**src/rtl/fp_recode_pkg.sv**
```systemverilog
// Shared constants and types for the IEEE-754 to recoded-format load path.
// Latency: n/a (package only).
// Backpressure: n/a (package only).
package fp_recode_pkg;

  // Load format selector carried alongside the data
  typedef enum logic {
    FMT_S = 1'b0,
    FMT_D = 1'b1
  } fmt_e;

  // Exponent width / significand width (hidden bit included) per format
  localparam int E_S = 8;
  localparam int S_S = 24;
  localparam int E_D = 11;
  localparam int S_D = 53;

  // Recoded exponent bias: 2^(E-1) + 1
  localparam int BIAS_S = 129;
  localparam int BIAS_D = 1025;

  // Recoded widths: one sign bit, E+1 exponent bits, S-1 fraction bits
  localparam int REC_W_S = 33;
  localparam int REC_W_D = 65;

  localparam int RAW_W = 64;

  // Stage-2 payload, excluding the tag whose width is a top-level parameter
  typedef struct packed {
    logic [REC_W_D-1:0] dat;
    fmt_e               fmt;
    logic               snan;
    logic               sub;
  } rec_t;

endpackage

```
**src/rtl/fp_recode_unit.sv**
```systemverilog
// Combinational IEEE-754 to recoded conversion for one format (E exponent bits, S significand bits).
// Latency: 0 cycles, purely combinational.
// Backpressure: none, no state.
module fp_recode_unit #(
  parameter int E    = 8,
  parameter int S    = 24,
  parameter int BIAS = (1 << (E - 1)) + 1
) (
  input  logic [E+S-1:0] raw_i,
  output logic [E+S:0]   rec_o,
  output logic           snan_o,
  output logic           subnorm_o
);

  localparam int F   = S - 1;
  localparam int LZW = $clog2(F + 1);
  localparam logic [E:0] BIAS_V   = (E+1)'(BIAS);
  localparam logic [E:0] QNAN_BIT = (E+1)'(1) << (E - 2);

  logic         sign;
  logic [E-1:0] exp_in;
  logic [F-1:0] frac_in;
  logic         exp_zero;
  logic         exp_ones;
  logic         frac_zero;
  logic [LZW-1:0] lz;
  logic [F-1:0] frac_norm;
  logic [E:0]   exp_norm;
  logic [E:0]   exp_sub;
  logic [E:0]   exp_out;
  logic [F-1:0] frac_out;

  assign {sign, exp_in, frac_in} = raw_i;

  assign exp_zero  = ~|exp_in;
  assign exp_ones  = &exp_in;
  assign frac_zero = ~|frac_in;

  // Leading-zero count of the fraction: higher set bits overwrite lower ones, so the MSB-most one wins
  always_comb begin
    lz = LZW'(F);
    for (int i = 0; i < F; i++) begin
      if (frac_in[i]) lz = LZW'(F - 1 - i);
    end
  end

  // Subnormals shift the leading one out into the implicit position
  assign frac_norm = frac_in << (lz + LZW'(1));
  assign exp_sub   = BIAS_V - (E+1)'(lz);
  assign exp_norm  = {1'b0, exp_in} + BIAS_V;

  // Class-dependent exponent/fraction select; Inf falls out of the normal add (top bits 11)
  always_comb begin
    exp_out  = exp_norm;
    frac_out = frac_in;
    if (exp_zero) begin
      if (frac_zero) begin
        exp_out = '0;
      end else begin
        exp_out  = exp_sub;
        frac_out = frac_norm;
      end
    end else if (exp_ones && !frac_zero) begin
      exp_out = exp_norm | QNAN_BIT;
    end
  end

  assign rec_o     = {sign, exp_out, frac_out};
  assign snan_o    = exp_ones & ~frac_zero & ~frac_in[F-1];
  assign subnorm_o = exp_zero & ~frac_zero;

endmodule

```
**src/rtl/fp_load_recode_pipe.sv**
```systemverilog
// Two-stage load-data recoder (single/double -> recoded) feeding the FP regfile write port.
// Latency: 2 cycles acceptance to out_valid, 1 result per cycle.
// Backpressure: out_ready stalls S2 then S1; in_ready is combinational from out_ready and flush.
module fp_load_recode_pipe
  import fp_recode_pkg::*;
#(
  parameter int TAG_W = 8,
  parameter int CNT_W = 16
) (
  input  logic               clk,
  input  logic               reset_n,
  input  logic               in_valid,
  output logic               in_ready,
  input  logic [RAW_W-1:0]   in_data,
  input  logic               in_fmt,
  input  logic [TAG_W-1:0]   in_tag,
  input  logic               flush,
  output logic               out_valid,
  input  logic               out_ready,
  output logic [REC_W_D-1:0] out_data,
  output logic               out_fmt,
  output logic [TAG_W-1:0]   out_tag,
  output logic               out_snan,
  output logic [CNT_W-1:0]   subnorm_cnt,
  output logic [1:0]         occupancy
);

  localparam logic [CNT_W-1:0] CNT_MAX = '1;

  logic               s1_v_q, s1_v_d;
  logic [RAW_W-1:0]   s1_raw_q;
  fmt_e               s1_fmt_q;
  logic [TAG_W-1:0]   s1_tag_q;

  logic               s2_v_q, s2_v_d;
  rec_t               s2_q;
  logic [TAG_W-1:0]   s2_tag_q;

  logic [CNT_W-1:0]   cnt_q, cnt_d;

  logic               s2_adv;
  logic               in_acc;
  logic [REC_W_S-1:0] rec_sgl;
  logic [REC_W_D-1:0] rec_dbl;
  logic               snan_sgl, snan_dbl;
  logic               sub_sgl, sub_dbl;
  rec_t               rec_nxt;

  fp_recode_unit #(
    .E    (E_S),
    .S    (S_S),
    .BIAS (BIAS_S)
  ) u_rec_sgl (
    .raw_i     (s1_raw_q[E_S+S_S-1:0]),
    .rec_o     (rec_sgl),
    .snan_o    (snan_sgl),
    .subnorm_o (sub_sgl)
  );

  fp_recode_unit #(
    .E    (E_D),
    .S    (S_D),
    .BIAS (BIAS_D)
  ) u_rec_dbl (
    .raw_i     (s1_raw_q),
    .rec_o     (rec_dbl),
    .snan_o    (snan_dbl),
    .subnorm_o (sub_dbl)
  );

  // Pick the converter matching the S1 format; single results are zero-extended
  always_comb begin
    rec_nxt.fmt = s1_fmt_q;
    if (s1_fmt_q == FMT_D) begin
      rec_nxt.dat  = rec_dbl;
      rec_nxt.snan = snan_dbl;
      rec_nxt.sub  = sub_dbl;
    end else begin
      rec_nxt.dat  = {{(REC_W_D-REC_W_S){1'b0}}, rec_sgl};
      rec_nxt.snan = snan_sgl;
      rec_nxt.sub  = sub_sgl;
    end
  end

  assign s2_adv   = s1_v_q & (~s2_v_q | out_ready);
  assign in_ready = ~flush & (~s1_v_q | s2_adv);
  assign in_acc   = in_valid & in_ready;

  // Stage valids and the saturating subnormal counter; flush kills both stages but not the counter
  always_comb begin
    s1_v_d = s1_v_q;
    s2_v_d = s2_v_q;
    cnt_d  = cnt_q;
    if (in_ready) s1_v_d = in_valid;
    if (s2_adv) begin
      s2_v_d = 1'b1;
    end else if (out_ready) begin
      s2_v_d = 1'b0;
    end
    if (flush) begin
      s1_v_d = 1'b0;
      s2_v_d = 1'b0;
    end
    if (s2_v_q && out_ready && s2_q.sub && (cnt_q != CNT_MAX)) cnt_d = cnt_q + 1'b1;
  end

  // Control state with asynchronous reset
  always_ff @(posedge clk or negedge reset_n) begin
    if (!reset_n) begin
      s1_v_q <= 1'b0;
      s2_v_q <= 1'b0;
      cnt_q  <= '0;
    end else begin
      s1_v_q <= s1_v_d;
      s2_v_q <= s2_v_d;
      cnt_q  <= cnt_d;
    end
  end

  // Datapath registers only load on their stage's transfer, so they need no reset
  always_ff @(posedge clk) begin
    if (in_acc) begin
      s1_raw_q <= in_data;
      s1_fmt_q <= fmt_e'(in_fmt);
      s1_tag_q <= in_tag;
    end
    if (s2_adv) begin
      s2_q     <= rec_nxt;
      s2_tag_q <= s1_tag_q;
    end
  end

  assign out_valid   = s2_v_q;
  assign out_data    = s2_q.dat;
  assign out_fmt     = s2_q.fmt;
  assign out_tag     = s2_tag_q;
  assign out_snan    = s2_q.snan;
  assign subnorm_cnt = cnt_q;
  assign occupancy   = {1'b0, s1_v_q} + {1'b0, s2_v_q};

endmodule

```
**config.mk**
```make
export PLATFORM = sky130hd
export DESIGN_NAME = fp_load_recode_pipe
export DESIGN_NICKNAME = d
export VERILOG_FILES = /design/src/rtl/fp_recode_pkg.sv /design/src/rtl/fp_recode_unit.sv /design/src/rtl/fp_load_recode_pipe.sv
export SDC_FILE = /design/constraint.sdc
export NUM_CORES = 1
export LEC_CHECK = 0
export ABC_AREA = 0
export CAP_MARGIN = 15
export CORE_ASPECT_RATIO = 1.2
export CORE_MARGIN = 4
export CORE_UTILIZATION = 31
export DETAILED_ROUTE_END_ITERATION = 8
export SLEW_MARGIN = 20
export SYNTH_ARGS = -nofsm -noshare
export SYNTH_HDL_FRONTEND = slang
export SYNTH_SLANG_ARGS = --single-unit
```
**constraint.sdc**
```tcl
create_clock -name clk -period 8.3 [get_ports clk]
set_clock_uncertainty 0.05 [all_clocks]
set_input_delay 0.83 -clock clk [delete_from_list [all_inputs] [get_ports clk]]
set_output_delay 0.83 -clock clk [all_outputs]
set_load 0.03 [all_outputs]
```
Word-level counts from Yosys, hierarchy flattened:

Cells that the tools add are included.

* input port bits: 78
* word-level logic and storage cells: 146
* bits in registers: 167

* equal/unequal tests: 1
* reductions and logical operators: 15
* mux-type cells: 92
* shifts and indexed selects: 2
* add/subtract/negate cells: 8
* bitwise logic cells: 16

Operators by type and width (count)
* two-way mux 6 bit: 51
* two-way mux 5 bit: 22
* two-way mux 52 bit: 2
* OR reduction 52 bit: 1
* << shifter 52 x 6 -> 52 bit: 1
* two-way mux 23 bit: 2
* two-way mux 33 bit: 1
* two-way mux 12 bit: 2
* OR reduction 23 bit: 1
* << shifter 23 x 5 -> 23 bit: 1
* two-way mux 9 bit: 2
* adder 16 x 1 -> 16 bit (second input constant): 1
* inequality test 16 bit (second input constant): 1
* adder 11 x 11 -> 12 bit (second input constant): 1
* subtractor 11 x 6 -> 12 bit (first input constant): 1
* AND reduction 11 bit: 1
* OR reduction 11 bit: 1
* two-way mux 10 bit: 1
* adder 8 x 8 -> 9 bit (second input constant): 1
* bitwise AND 1 bit: 9
* subtractor 8 x 5 -> 9 bit (first input constant): 1
* AND reduction 8 bit: 1
* OR reduction 8 bit: 1
* two-way mux 7 bit: 1
* 12 further kinds: 27

Depth between registers and ports, before layout:

* depth in word-level cells: 57
* depth in mapped cells: 22
* depth with buffers taken out: 18

By module:

A second synthesis with hierarchy kept.

* cell total of the unflattened synthesis: 1632
* area total of the unflattened synthesis: 14671.6 µm²

Modules (own cells, without submodules)
* fp_load_recode_pipe: instances 1, seq. area each 4924.7 µm², cells an instance 373, area an instance 6496.2 µm²
* fp_recode_unit (u_rec_dbl): instances 1, seq. area each 0.0 µm², cells an instance 929, area an instance 6008.3 µm²
* fp_recode_unit (u_rec_sgl): instances 1, seq. area each 0.0 µm², cells an instance 330, area an instance 2167.1 µm²

Worst setup path before layout:

OpenSTA, ideal clock, no wires.

* path kind: reg-to-reg
* start: register s1_raw_q[31]
* end: register s2_q, in the netlist out_data[29], data pin
* cell stages (with the launch flop): 20
* library setup time: 0.259 ns
* data required time: 7.991 ns
* arrival: 4.901 ns
* path slack: 3.090 ns
* cell sequence: edfxtp_1 > buf_4 > nor3_1 > or4b_4 > or2_4 > a211oi_4 > nor2_4 > inv_2 > buf_12 > buf_12 > buf_2 > ha_1 > inv_1 > buf_1 > clkbuf_1 > a31oi_1 > mux4_2 > mux2_2 > a221o_1 > o31a_1

RTL lines
* from (decl): RTL line fp_load_recode_pipe.sv:31 `logic [RAW_W-1:0] s1_raw_q;`
* from (signal assigned): RTL line fp_load_recode_pipe.sv:123 `s1_raw_q <= in_data;`
* to (signal assigned): RTL line fp_load_recode_pipe.sv:128 `s2_q <= rec_nxt;`
* to (decl): RTL line fp_load_recode_pipe.sv:36 `rec_t s2_q;`

==> out/metrics.yaml <==
synthCells: 1316
gp_congestion: 0.994
synth_mux_area_frac: 0.158
status: "finished clean"
fmax_ghz: 0.165
grt_overflow: 0
rrSetupSlack_ns: 2.24
cp_max_fo: 24
cts_tree: "yes"
slew-limit-headroom: 0.292
cpPeakStageDelay_ns: 0.89
portBuffers: 172
yosys.area.top_type: "edfxtp_1"
wl_per_cell_um: 26.1
cts_sinks: 167
die_area_um2: 44400
timing.critical_path.to: "out_data[29]"
yosys-top-cells-area: "edfxtp_1 (35%), mux2i_1 (6.1%), mux4_2 (4.9%)"
synth_nets: 1407
worstMarginPinSlew_ns: 1.06
critPathSlowestCell: "edfxtp_1"
die_w_um: 193
regArea_um2: 4920
critPathMostFrequentCell: "buf_4"
path_class: "reg2reg"
post-route-util: 0.371
critPathLaunch: "s1_raw_q[22]"
async_flop_share: 0.108
drv_slew: 0
maxCapViolCount: 0
hold_viol: 0
dpl.hpwl_um: 36500
core_area_um2: 40700
cp.arrival_ns: 6.22
cp.required_ns: 8.47
die_h_um: 230
synth_compound_area_frac: 0.164
multi_input_area_um2: 6830
synthFlopType: "edfxtp_1"
clk_pin_slew_ns: 0.08
grt_pass1_wl_um: 73900
postCtsHoldBufs: 0
yosysWarnings: 0
fillers: 4080
cts_buffer_depth: 2
routed_via_density: 6.11
yosysTopAreaCellShare: 0.351
rr_endpoint: "out_data[29]"
crit_cells: 15
ys_ff_latch: 167
drt_iter0_markers: 1485
syn_area_per_cell_um2: 9.68
synth_xor_area_frac: 0.0241
synth_cell_types: 75
worstRegToRegCells: 15
endpoint_kind: "flop"
cts_buffers: 17
layout-drive-gt1-share: 0.0895
clk_latency_ns: 0.46
synth_edf_count: 149
crit_family: "compound AO/OA/AOI/OAI gates"
synth_top_family_by_area: "simple AND/OR/NAND/NOR gates"
setup_viol: 0
syn_to_final_growth_pct: 18.5
cts_max_level: 4
layout_min_cycle_time_ns: 6.06
yosysMostFrequentCell: "edfxtp_1"
synth-adder-area-share: 0.0128
rsz0062_at_grt: "no"
wirelength_um: 50200
vias: 11770
path_cells: "a221oi_1, or4b_4, o211a_1, a211oi_4, nor2_4, inv_2, ha_1, buf_4, inv_1, buf_4, mux4_1, mux4_2, mux2_2, a221o_1, o31a_1"
grt_max_degree: 69
drt-pass1-iter-count: 6
finalCritPeriodShare: 0.730
hp-class: "reg2reg"
cts-resized-gates: 0
rr_startpoint: "s1_raw_q[22]"
mappedNetlistArea_um2: 12700
start_util: 0.313
tns_ns: 0
antenna_found_initial: 0
post-route-drc-count: 0
power_density_nw_per_um2: 157
drtAntennaViolNets: 0
ir_worst_vdd_uv: 143
finalNetCount: 1464
synth-simple-area-share: 0.173
startpoint_type: "flop"
yosysSeqAreaShare: 0.386
cts-root-buf: "clkbuf_16"
first_global_vias: 11240
p_leak_nw: 5.39
grt_util_all_layers: 0.222
antenna_cells: 0
num_io_pins: 173
synth_common_cells: "edfxtp_1 (149), nand2_1 (138), nor2_1 (115)"
cts_setup_buffers: 0
num_rows: 81
cp_num_buf_inv: 4
state kept, by name, summed over array words and instances (netlist names), 8 cells and up:
| signal | count |
|---|---|
| out_tag | 8 |
| s1_raw_q | 64 |
| out_data | 65 |
| subnorm_cnt | 16 |
| s1_tag_q | 8 |
final cells by class:
class	count	area share
multi-input cells	950	0.452
clock buffers	17	0.0282
repair buffers	205	0.130
inverters	32	0.00795
flip-flops and latches	167	0.326
clock inverters	15	0.0106
well taps	539	0.0447
cells by family after synthesis:
group	count (synthesis)
muxes	134
adders and majority gates	13
buffers and inverters	199
xor gates and xnor gates	35
and+or+nand+nor	469
AOI/OAI and AO/OA	299
DFF	167
layer usage:
layer  up-vias  global-route usage  share of wire
met5         -                   0              0
met4         0               0.112          0.058
met3       160              0.0419           0.11
met2       853               0.340           0.45
met1      5674               0.299           0.39
li1       5083                   -              -
worst min path at each step:
stage | cells after the start | end | start | slack, ns
6_report | 0 | out_tag[1] | s1_tag_q[1] | 0.37
3_5_place_dp | 0 | out_tag[6] | s1_tag_q[6] | 0.36
2_1_floorplan | 0 | out_tag[0] | s1_tag_q[0] | 0.35
4_1_cts | 0 | out_tag[6] | s1_tag_q[6] | 0.37
3_3_place_gp | 0 | out_tag[6] | s1_tag_q[6] | 0.35
5_1_grt | 0 | out_tag[6] | s1_tag_q[6] | 0.38
through the flow:
| step | setup WS, ns | instances | instance area [µm²] | total power, mW | hold slack [ns] |
|---|---|---|---|---|---|
| final | 2.24 | 1925 | 15100 | 2.36 | 0.375 |
| after global routing | 2.01 | 1925 | 15100 | 2.46 | 0.379 |
| after CTS | 2.36 | 1925 | 15100 | 2.38 | 0.375 |
| after detailed placement | 2.40 | 1893 | 14500 | 1.56 | 0.355 |
| after global placement | 2.39 | 1893 | 14500 | 1.56 | 0.351 |
| after floorplan | 3.09 | 1316 | 12700 | 1.37 | 0.350 |
layout by cell type (no fill, tap or decap), types with 6 or more instances in the layout:
master,netlist,final
mux4_1,19,19
mux2_2,9,9
nand3_1,59,59
o31ai_1,11,11
a22oi_1,14,14
mux2i_1,78,78
a221oi_1,17,17
o21bai_1,6,6
a32oi_1,11,11
nor2_1,115,114
nand2b_1,11,11
edfxtp_1,149,149
and2_1,14,13
or3_1,6,6
or4_1,7,7
nand2_1,138,138
or2_2,6,6
o2111ai_1,6,6
nand4_1,15,15
o211ai_1,21,21
buf_4,67,33
mux4_2,28,28
xnor2_1,19,16
xor2_1,16,16
nor2b_1,7,6
inv_1,31,31
a31oi_1,13,13
dfrtp_1,18,18
a211oi_1,16,16
clkdlybuf4s50_1,0,172
nor3_1,42,42
clkbuf_16,0,17
nor4_1,23,23
o22ai_1,9,9
o221ai_1,6,6
and3_1,16,16
o21ai_0,48,48
a221o_1,8,8
ha_1,13,12
a21oi_1,65,64
where the power goes:
part / internal (mW) / switching, mW
Sequential: 0.964 / 0.0639
Clock: 0.402 / 0.408
Combinational: 0.219 / 0.307
Total: 1.59 / 0.779
No activity file was read; power rests on OpenSTA's default activity.
